## src/rtl/door_motion_conditioner_pkg.sv

```systemverilog
// Shared widths, defaults and FSM state encoding for the door motion conditioner.
// Latency: n/a (declarations only).
// Backpressure: n/a (declarations only).
package door_motion_conditioner_pkg;

  localparam int DOOR_MOTION_SENSOR_DATA_WIDTH = 1;
  localparam int DOOR_HOLD_CYCLES_DEFAULT      = 1000;

  typedef enum logic [1:0] {
    DMC_IDLE   = 2'd0,
    DMC_ACTIVE = 2'd1,
    DMC_HOLD   = 2'd2
  } dmc_state_t;

endpackage

```

## src/rtl/door_motion_conditioner_if.sv

```systemverilog
// Bundles the raw sensor/manual request inputs and the conditioned occupancy outputs.
// Latency: n/a (wiring only).
// Backpressure: none; all signals are levels or single-cycle pulses.
interface door_motion_conditioner_if;
  import door_motion_conditioner_pkg::*;

  logic                                     motion_raw;
  logic                                     manual_unlock;
  logic [DOOR_MOTION_SENSOR_DATA_WIDTH-1:0] door_motion_sensor;
  logic                                     hold_active;
  logic                                     motion_event;

  // Stimulus side: drives the raw inputs, observes the conditioned outputs.
  modport master (
    output motion_raw,
    output manual_unlock,
    input  door_motion_sensor,
    input  hold_active,
    input  motion_event
  );

  // Conditioner side.
  modport slave (
    input  motion_raw,
    input  manual_unlock,
    output door_motion_sensor,
    output hold_active,
    output motion_event
  );

endinterface

```

## src/rtl/motion_debouncer.sv

```systemverilog
// Synchronises the async PIR level and debounces it over DEBOUNCE_CYCLES stable cycles.
// Latency: SYNC_STAGES + DEBOUNCE_CYCLES cycles from input sample to dout change.
// Backpressure: none; glitches shorter than DEBOUNCE_CYCLES synced cycles are dropped.
module motion_debouncer #(
  parameter int SYNC_STAGES     = 2,
  parameter int DEBOUNCE_CYCLES = 16
) (
  input  logic clk,
  input  logic rst,
  input  logic din,
  output logic dout
);

  // A single-cycle debounce still needs a 1-bit counter to compare against zero.
  localparam int CNT_W = (DEBOUNCE_CYCLES > 1) ? $clog2(DEBOUNCE_CYCLES) : 1;

  logic [SYNC_STAGES-1:0] r_sync;
  logic [CNT_W-1:0]       r_cnt;
  logic                   r_deb;
  logic                   w_sync;

  assign w_sync = r_sync[SYNC_STAGES-1];
  assign dout   = r_deb;

  // Metastability chain: shift the raw level through SYNC_STAGES flops.
  always_ff @(posedge clk) begin
    if (rst) begin
      r_sync <= '0;
    end else begin
      r_sync <= {r_sync[SYNC_STAGES-2:0], din};
    end
  end

  // Count consecutive disagreeing cycles; adopt the new level once the run is long enough.
  always_ff @(posedge clk) begin
    if (rst) begin
      r_cnt <= '0;
      r_deb <= 1'b0;
    end else if (w_sync == r_deb) begin
      r_cnt <= '0;
    end else if (r_cnt == CNT_W'(DEBOUNCE_CYCLES - 1)) begin
      r_deb <= w_sync;
      r_cnt <= '0;
    end else begin
      r_cnt <= r_cnt + CNT_W'(1);
    end
  end

endmodule

```

## src/rtl/door_motion_conditioner.sv

```systemverilog
// Turns raw door motion into an occupancy level held for HOLD_CYCLES after the last motion.
// Latency: SYNC_STAGES+DEBOUNCE_CYCLES+1 cycles raw->output rise; manual unlock opens on its edge.
// Backpressure: none; manual_unlock is ignored while motion is active.
module door_motion_conditioner
  import door_motion_conditioner_pkg::*;
#(
  parameter int SYNC_STAGES     = 2,
  parameter int DEBOUNCE_CYCLES = 16,
  parameter int HOLD_CYCLES     = DOOR_HOLD_CYCLES_DEFAULT
) (
  input  logic                       clk,
  input  logic                       rst,
  door_motion_conditioner_if.slave   bus
);

  localparam int HCNT_W = $clog2(HOLD_CYCLES + 1);

  logic              w_deb;
  dmc_state_t        r_state;
  logic [HCNT_W-1:0] r_hcnt;
  logic              r_sensor;
  logic              r_hold;
  logic              r_event;

  motion_debouncer #(
    .SYNC_STAGES     (SYNC_STAGES),
    .DEBOUNCE_CYCLES (DEBOUNCE_CYCLES)
  ) u_debouncer (
    .clk  (clk),
    .rst  (rst),
    .din  (bus.motion_raw),
    .dout (w_deb)
  );

  assign bus.door_motion_sensor = DOOR_MOTION_SENSOR_DATA_WIDTH'(r_sensor);
  assign bus.hold_active        = r_hold;
  assign bus.motion_event       = r_event;

  // Occupancy FSM with hold timer; outputs are registered from the next-state decision.
  // Debounced motion always wins over hold expiry and manual reload.
  always_ff @(posedge clk) begin
    if (rst) begin
      r_state  <= DMC_IDLE;
      r_hcnt   <= '0;
      r_sensor <= 1'b0;
      r_hold   <= 1'b0;
      r_event  <= 1'b0;
    end else begin
      r_event <= 1'b0;
      case (r_state)
        DMC_IDLE: begin
          if (w_deb) begin
            r_state  <= DMC_ACTIVE;
            r_sensor <= 1'b1;
            r_hold   <= 1'b0;
            r_event  <= 1'b1;
          end else if (bus.manual_unlock) begin
            r_state  <= DMC_HOLD;
            r_hcnt   <= '0;
            r_sensor <= 1'b1;
            r_hold   <= 1'b1;
          end
        end
        DMC_ACTIVE: begin
          if (!w_deb) begin
            r_state  <= DMC_HOLD;
            r_hcnt   <= '0;
            r_sensor <= 1'b1;
            r_hold   <= 1'b1;
          end
        end
        DMC_HOLD: begin
          if (w_deb) begin
            r_state  <= DMC_ACTIVE;
            r_sensor <= 1'b1;
            r_hold   <= 1'b0;
          end else if (bus.manual_unlock) begin
            r_hcnt <= '0;
          end else if (r_hcnt == HCNT_W'(HOLD_CYCLES - 1)) begin
            r_state  <= DMC_IDLE;
            r_sensor <= 1'b0;
            r_hold   <= 1'b0;
          end else begin
            r_hcnt <= r_hcnt + HCNT_W'(1);
          end
        end
        default: begin
          r_state  <= DMC_IDLE;
          r_hcnt   <= '0;
          r_sensor <= 1'b0;
          r_hold   <= 1'b0;
        end
      endcase
    end
  end

endmodule

```

## src/flat_wrapper.sv

```systemverilog
// flat-port wrapper written by rule: the top's interface ports become plain ports
module door_motion_conditioner_flat import door_motion_conditioner_pkg::*;
#(
  parameter int SYNC_STAGES     = 2,
  parameter int DEBOUNCE_CYCLES = 16,
  parameter int HOLD_CYCLES     = DOOR_HOLD_CYCLES_DEFAULT
)
  (clk, rst, bus_motion_raw, bus_manual_unlock, bus_door_motion_sensor, bus_hold_active, bus_motion_event);
  door_motion_conditioner_if bus_i ();
  input  logic clk;
  input  logic rst;
  input wire logic [$bits(bus_i.motion_raw)-1:0] bus_motion_raw;
  input wire logic [$bits(bus_i.manual_unlock)-1:0] bus_manual_unlock;
  output wire logic [$bits(bus_i.door_motion_sensor)-1:0] bus_door_motion_sensor;
  output wire logic [$bits(bus_i.hold_active)-1:0] bus_hold_active;
  output wire logic [$bits(bus_i.motion_event)-1:0] bus_motion_event;
  assign bus_i.motion_raw = bus_motion_raw;
  assign bus_i.manual_unlock = bus_manual_unlock;
  assign bus_door_motion_sensor = bus_i.door_motion_sensor;
  assign bus_hold_active = bus_i.hold_active;
  assign bus_motion_event = bus_i.motion_event;
  door_motion_conditioner #(.SYNC_STAGES(SYNC_STAGES), .DEBOUNCE_CYCLES(DEBOUNCE_CYCLES), .HOLD_CYCLES(HOLD_CYCLES)) u_core (.clk(clk), .rst(rst), .bus(bus_i));
endmodule
```

## config.mk

```make
export PLATFORM = sky130hd
export DESIGN_NAME = door_motion_conditioner_flat
export DESIGN_NICKNAME = d
export VERILOG_FILES = /design/src/rtl/door_motion_conditioner_pkg.sv /design/src/rtl/door_motion_conditioner_if.sv /design/src/rtl/motion_debouncer.sv /design/src/rtl/door_motion_conditioner.sv /design/src/flat_wrapper.sv
export SDC_FILE = /design/constraint.sdc
export NUM_CORES = 1
export LEC_CHECK = 0
export ABC_AREA = 0
export CELL_PAD_IN_SITES_DETAIL_PLACEMENT = 1
export CELL_PAD_IN_SITES_GLOBAL_PLACEMENT = 1
export CORE_MARGIN = 2
export CORE_UTILIZATION = 39
export CTS_CLUSTER_DIAMETER = 120
export DETAILED_ROUTE_END_ITERATION = 8
export MAX_ROUTING_LAYER = met4
export PLACE_DENSITY = 0.69
export SETUP_SLACK_MARGIN = 0.5
export SYNTH_ARGS = -nofsm -noshare
export SYNTH_HDL_FRONTEND = slang
export SYNTH_HIERARCHICAL = 1
export SYNTH_SLANG_ARGS = --single-unit
export TNS_END_PERCENT = 30
```

## constraint.sdc

```tcl
create_clock -name clk -period 1.6 [get_ports clk]
set_clock_uncertainty 0.2 [all_clocks]
set_input_delay 0.16 -clock clk [delete_from_list [all_inputs] [get_ports clk]]
set_output_delay 0.16 -clock clk [all_outputs]
set_load 0.1 [all_outputs]
```

======== After elaboration in Yosys (flattened, before gate mapping) ========
Index checks and enable logic that the tools add are counted.
operators by class
  add/sub/neg operators ................... 2
  equality and inequality tests ........... 13
  muxes and demuxes ....................... 25
  bitwise logic cells ..................... 2
  reduce and logical (&&, ||, !) cells .... 6
operator list
  cell                   number
  $mux 10                6
  $pmux 10 s3            1
  $mux 2                 6
  $add 10x1->10 const B  1
  $eq 10x10->1 const B   1
  $mux 1                 9
  $ne 3x3->1 const B     3
  $ne 2x2->1 const B     4
  $pmux 1 s3             2
  $pmux 2 s3             1
  $reduce_and 5->1       1
  $add 4x1->4 const B    1
  $eq 4x4->1 const B     1
  $reduce_and 4->1       1
  $ne 3x2->1 const B     1
  $reduce_or 3->1        1
  $eq 2x1->1 const B     1
  $eq 2x2->1 const B     1
  $logic_not 2->1        1
  $not 1->1              2
  $reduce_and 2->1       1
  $reduce_or 2->1        1
  $eq 1x1->1             1
storage, ports and cells
  flip-flop bits (word level) ............. 22
  input bits .............................. 4
  output and inout bits ................... 3
  word-level logic and storage cells ...... 56

======== Logic depth before layout (Yosys ltp) ========
  depth in word-level cells ............... 5
  depth in mapped cells ................... 6
  mapped depth without buffers ............ 5

======== By module ========
Netlist, hierarchy kept.
by module, submodules not included
  module                   instances  cells an instance  area each (µm²)  seq. area each (µm²)
  door_motion_conditioner  1          104                848.3            300.3
  motion_debouncer         1          23                 247.7            140.1

======== Worst setup path before layout ========
OpenSTA, ideal clock, no wires.
  path kind ............................... flip-flop to flip-flop
  start ................................... register u_core.r_hcnt[0]
  end ..................................... register u_core.r_state[1]
  library setup time ...................... 0.146 ns
  data arrival time ....................... 1.333 ns
  data required time ...................... 1.254 ns
  slack ................................... -0.080 ns
  cell stages (with the launch flop) ...... 6
  buffers on the path ..................... 0
  clock period less this slack ............ 1.680 ns
  cells stage by stage .................... dfxtp_1 -> ha_1 -> and4_1 -> nand4_1 -> a211oi_1 -> a2111oi_0
between the ends
  longest elaborated chain between the ends .. 3
ends and longest elaborated chain
  what                               RTL line                       RTL
  from (decl)                        door_motion_conditioner.sv:20  logic [HCNT_W-1:0] r_hcnt;
  from (signal assigned)             door_motion_conditioner.sv:84  r_hcnt <= r_hcnt + HCNT_W'(1);
  $eq 10x10->1                       door_motion_conditioner.sv:79  end else if (r_hcnt == HCNT_W'(HOLD_CYCLES - 1)) begin
  $ne 3x2->1 (no source line)        -
  $reduce_and 4->1 (no source line)  -
  to (signal assigned)               door_motion_conditioner.sv:74  r_state <= DMC_ACTIVE;
  to (signal assigned)               door_motion_conditioner.sv:80  r_state <= DMC_IDLE;
  to (signal assigned)               door_motion_conditioner.sv:88  r_state <= DMC_IDLE;
  to (decl)                          door_motion_conditioner.sv:19  dmc_state_t r_state;
Every way passes these cells.
A chain may end at the register's enable or synchronous reset.

======== Worst setup path in the final report ========
  start ................................... register u_core.r_hcnt[0]
  end ..................................... register u_core.r_hcnt[9]
between the ends
  longest elaborated chain between the ends .. 5
  elaborated cells between the ends (all ways) .. 8
  classes of those cells .................. 1 x add/sub; 2 x eq/ne; 4 x mux; 1 x reduce/logical
ends and longest elaborated chain
  what           RTL line                       RTL
  $add 10x1->10  door_motion_conditioner.sv:84
  $mux 10        door_motion_conditioner.sv:79
  $mux 10        door_motion_conditioner.sv:77  end else if (bus.manual_unlock) begin
  $mux 10        door_motion_conditioner.sv:73  if (w_deb) begin
  $pmux 10 s3    door_motion_conditioner.sv:50  case (r_state)
Parallel ways exist; a longest one is shown, timed or not. The select of a mux whose other input is x is not followed.

==> metrics.yaml <==
leakage_nw: 0.616
violations: "negative setup slack"
syn2layout_area_growth_pct: 47.8
antennaDiodeCount: 0
syn_inst: 127
grt_pass1_wl_um: 5510
critPathSlowestCell: "dfxtp_2"
cts_max_path_buffers: 2
relSlewSlack_pct: 80.3
worst_slew_pin_slew_ns: 0.294
hold_start: "rst"
start_util_pct: 40.4
cp.arrival_ns: 1.72
fin_crit_sh_pct: 106
rsz0062_at_grt: "yes"
power_density_mw_per_mm2: 740
r2r-end: "u_core/r_hcnt[9]"
fin_nets: 164
synth_cell_type_count: 44
drive_gt1_share_pct: 42.0
die_x_um: 57.0
endpoint_kind: "register"
timing.fmax_ghz: 0.591
hold_buffers: 0
syn_area_per_cell_sq_um: 8.63
first_iter_violations: 21
path_clk_slew_ns: 0.14
maxSlewViolCount: 0
worstSkewPairLatency_ns: 0.32
cts_tree: "done"
cp-startpoint: "u_core/r_hcnt[0]"
r2r-start: "u_core/r_hcnt[0]"
num_vias: 1094
hold_depth: 3
status: "finished with violations"
cts_root_buf: "clkbuf_4"
port_buffers: 6
fin_hold_ws_ns: 0.0520
synth_edf_count: 0
die_area_sq_mm: 0.00325
avgViaCountPerCell: 5.82
hold_end: "u_core/r_hcnt[4]"
yosysSeqAreaShare_pct: 40.2
final.min_clock_period_ns: 1.69
cp_data_required_time_ns: 1.63
crit_type: "reg2reg"
drt-total-wl_um: 3350
yosys_warnings: 6
timing.final.ws_setup_ns: -0.0930
synth_area_sq_mm: 0.00110
layout_common_cells: "20 x buf_4, 13 x dfxtp_1, 10 x a21oi_1"
cp_cell_sequence: "buf_4 > nand3_1 > nor4_1 > a2bb2oi_1 > o21ai_1"
first_pass_iters: 4
async_flop_share_pct: 0
hold_violations: 0
critPathMaxStageDelay_ns: 0.38
worstPathMaxFanout: 4
regToRegSetupSlack_ns: -0.09
core_sq_mm: 0.00271
globalplace.congestion: 0.899
layout_commonest_cell: "buf_4"
ys.flop_type: "dfxtp_1"
cts_sinks: 22
max-vdd-ir-drop_uv: 581
first_global_vias: 1181
antenna_left: 0
die_h_um: 57.0
n_fill_cell: 315
startpoint_type: "register"
synth_nets: 133
maxCapViolCount: 0
total_power_mw: 1.20
fp-row-count: 19
grt_usage_pct: 22.6
dp_hpwl_um: 2230
final-seq-area_sq_um: 454
r2r_cells: 5
drc: 0
pin_count: 7
setup_viol: 9
grt_max_degree: 14
wl_per_cell_um: 17.8
multi_input_area_sq_um: 742
cts_buffers: 3
hold_class: "in2reg"
grt_overflow_total: 0
antenna_found_initial: 0
cts_max_level: 1
synth_seq_cells: 22
-- Yosys cell counts, types with 2 or more instances --
cell	n	area share, %
nand4_1	2	1.1
a2bb2oi_1	2	1.6
inv_1	5	1.7
buf_2	3	1.4
xor2_1	3	2.4
or3_1	2	1.1
nor2_1	7	2.4
dfxtp_1	22	40
o21a_1	2	1.4
nand3b_1	2	1.4
a21oi_1	11	5.0
ha_1	2	2.3
a211oi_1	4	2.7
o32ai_1	3	2.4
o21ai_0	2	0.91
a31oi_1	4	2.3
nor3_1	6	2.7
nand2_1	7	2.4
nand2b_1	4	2.3
nor2b_1	4	2.3
nand3_1	7	3.2
-- metal layers --
layer	share of wire [%]	GRT usage (%)
met5	0	-
met4	2.3	10.3
met3	2.1	2.49
met2	53	38.9
met1	43	26.3
-- critical path, delay by kind of cell, from the launching register on --
family                 cells  cell delay (ns)
DFF                        1             0.38
buffers and inverters      1             0.13
and+or+nand+nor            2             0.54
AOI/OAI and AO/OA          2             0.35
-- cells by family after synthesis --
group	share of synthesized area, %
fa+ha+maj	2.28
buf+inv	5.14
mux	0.913
flops	40.2
compound gates	23.7
xor+xnor	2.40
simple gates	25.3
-- where the power goes --
group	total, mW	internal [mW]	leakage (nW)	switching [mW]
Clock	0.444	0.253	0.0279	0.191
Combinational	0.182	0.0799	0.406	0.102
Sequential	0.572	0.560	0.183	0.0124
-- worst max path at each step --
stage                         to
6_report        u_core/r_hcnt[9]
3_5_place_dp    u_core/r_hcnt[8]
4_1_cts         u_core/r_hcnt[8]
3_3_place_gp    u_core/r_hcnt[8]
5_1_grt         u_core/r_hcnt[9]
2_1_floorplan  u_core/r_state[1]
-- final cells by class --
| cell class | count | share of cell area, % |
|---|---|---|
| Clock buffer | 3 | 1.39 |
| Clock inverter | 1 | 1.85 |
| Inverter | 5 | 1.16 |
| Multi-Input combinational cell | 94 | 45.8 |
| Sequential cell | 22 | 28.0 |
| Tap cell | 31 | 2.39 |
| Timing Repair Buffer | 32 | 19.4 |
-- flip-flops by register name, indices dropped and copies added (netlist names) --
signal	cells
u_core/r_hcnt	10
u_core/u_debouncer/r_sync	2
u_core/u_debouncer/r_cnt	4
u_core/bus.door_motion_sensor	1
u_core/bus.motion_event	1
u_core/u_debouncer/dout	1
u_core/bus.hold_active	1
u_core/r_state	2
-- through the flow --
| step | utilization (%) | cell area [sq um] | setup TNS, ns | cells | setup WS (ns) |
|---|---|---|---|---|---|
| floorplan | - | 1120 | 0 | 127 | 0.0460 |
| global placement | 51.0 | 1380 | -1.35 | 181 | -0.211 |
| detailed placement | 51.0 | 1380 | -1.76 | 181 | -0.245 |
| CTS | 56.6 | 1530 | -0.137 | 188 | -0.0395 |
| global route | 59.8 | 1620 | -1.11 | 188 | -0.202 |
| finish | 59.8 | 1620 | -0.450 | 188 | -0.0930 |
-- repair_timing --
action | CTS | global route
pin swaps | 12 | 4
endpoints found under the setup margin | 21 | 23
setup buffers | 3 | 0
gates resized for setup | 20 | 17
No activity file was read; power rests on OpenSTA's default activity.
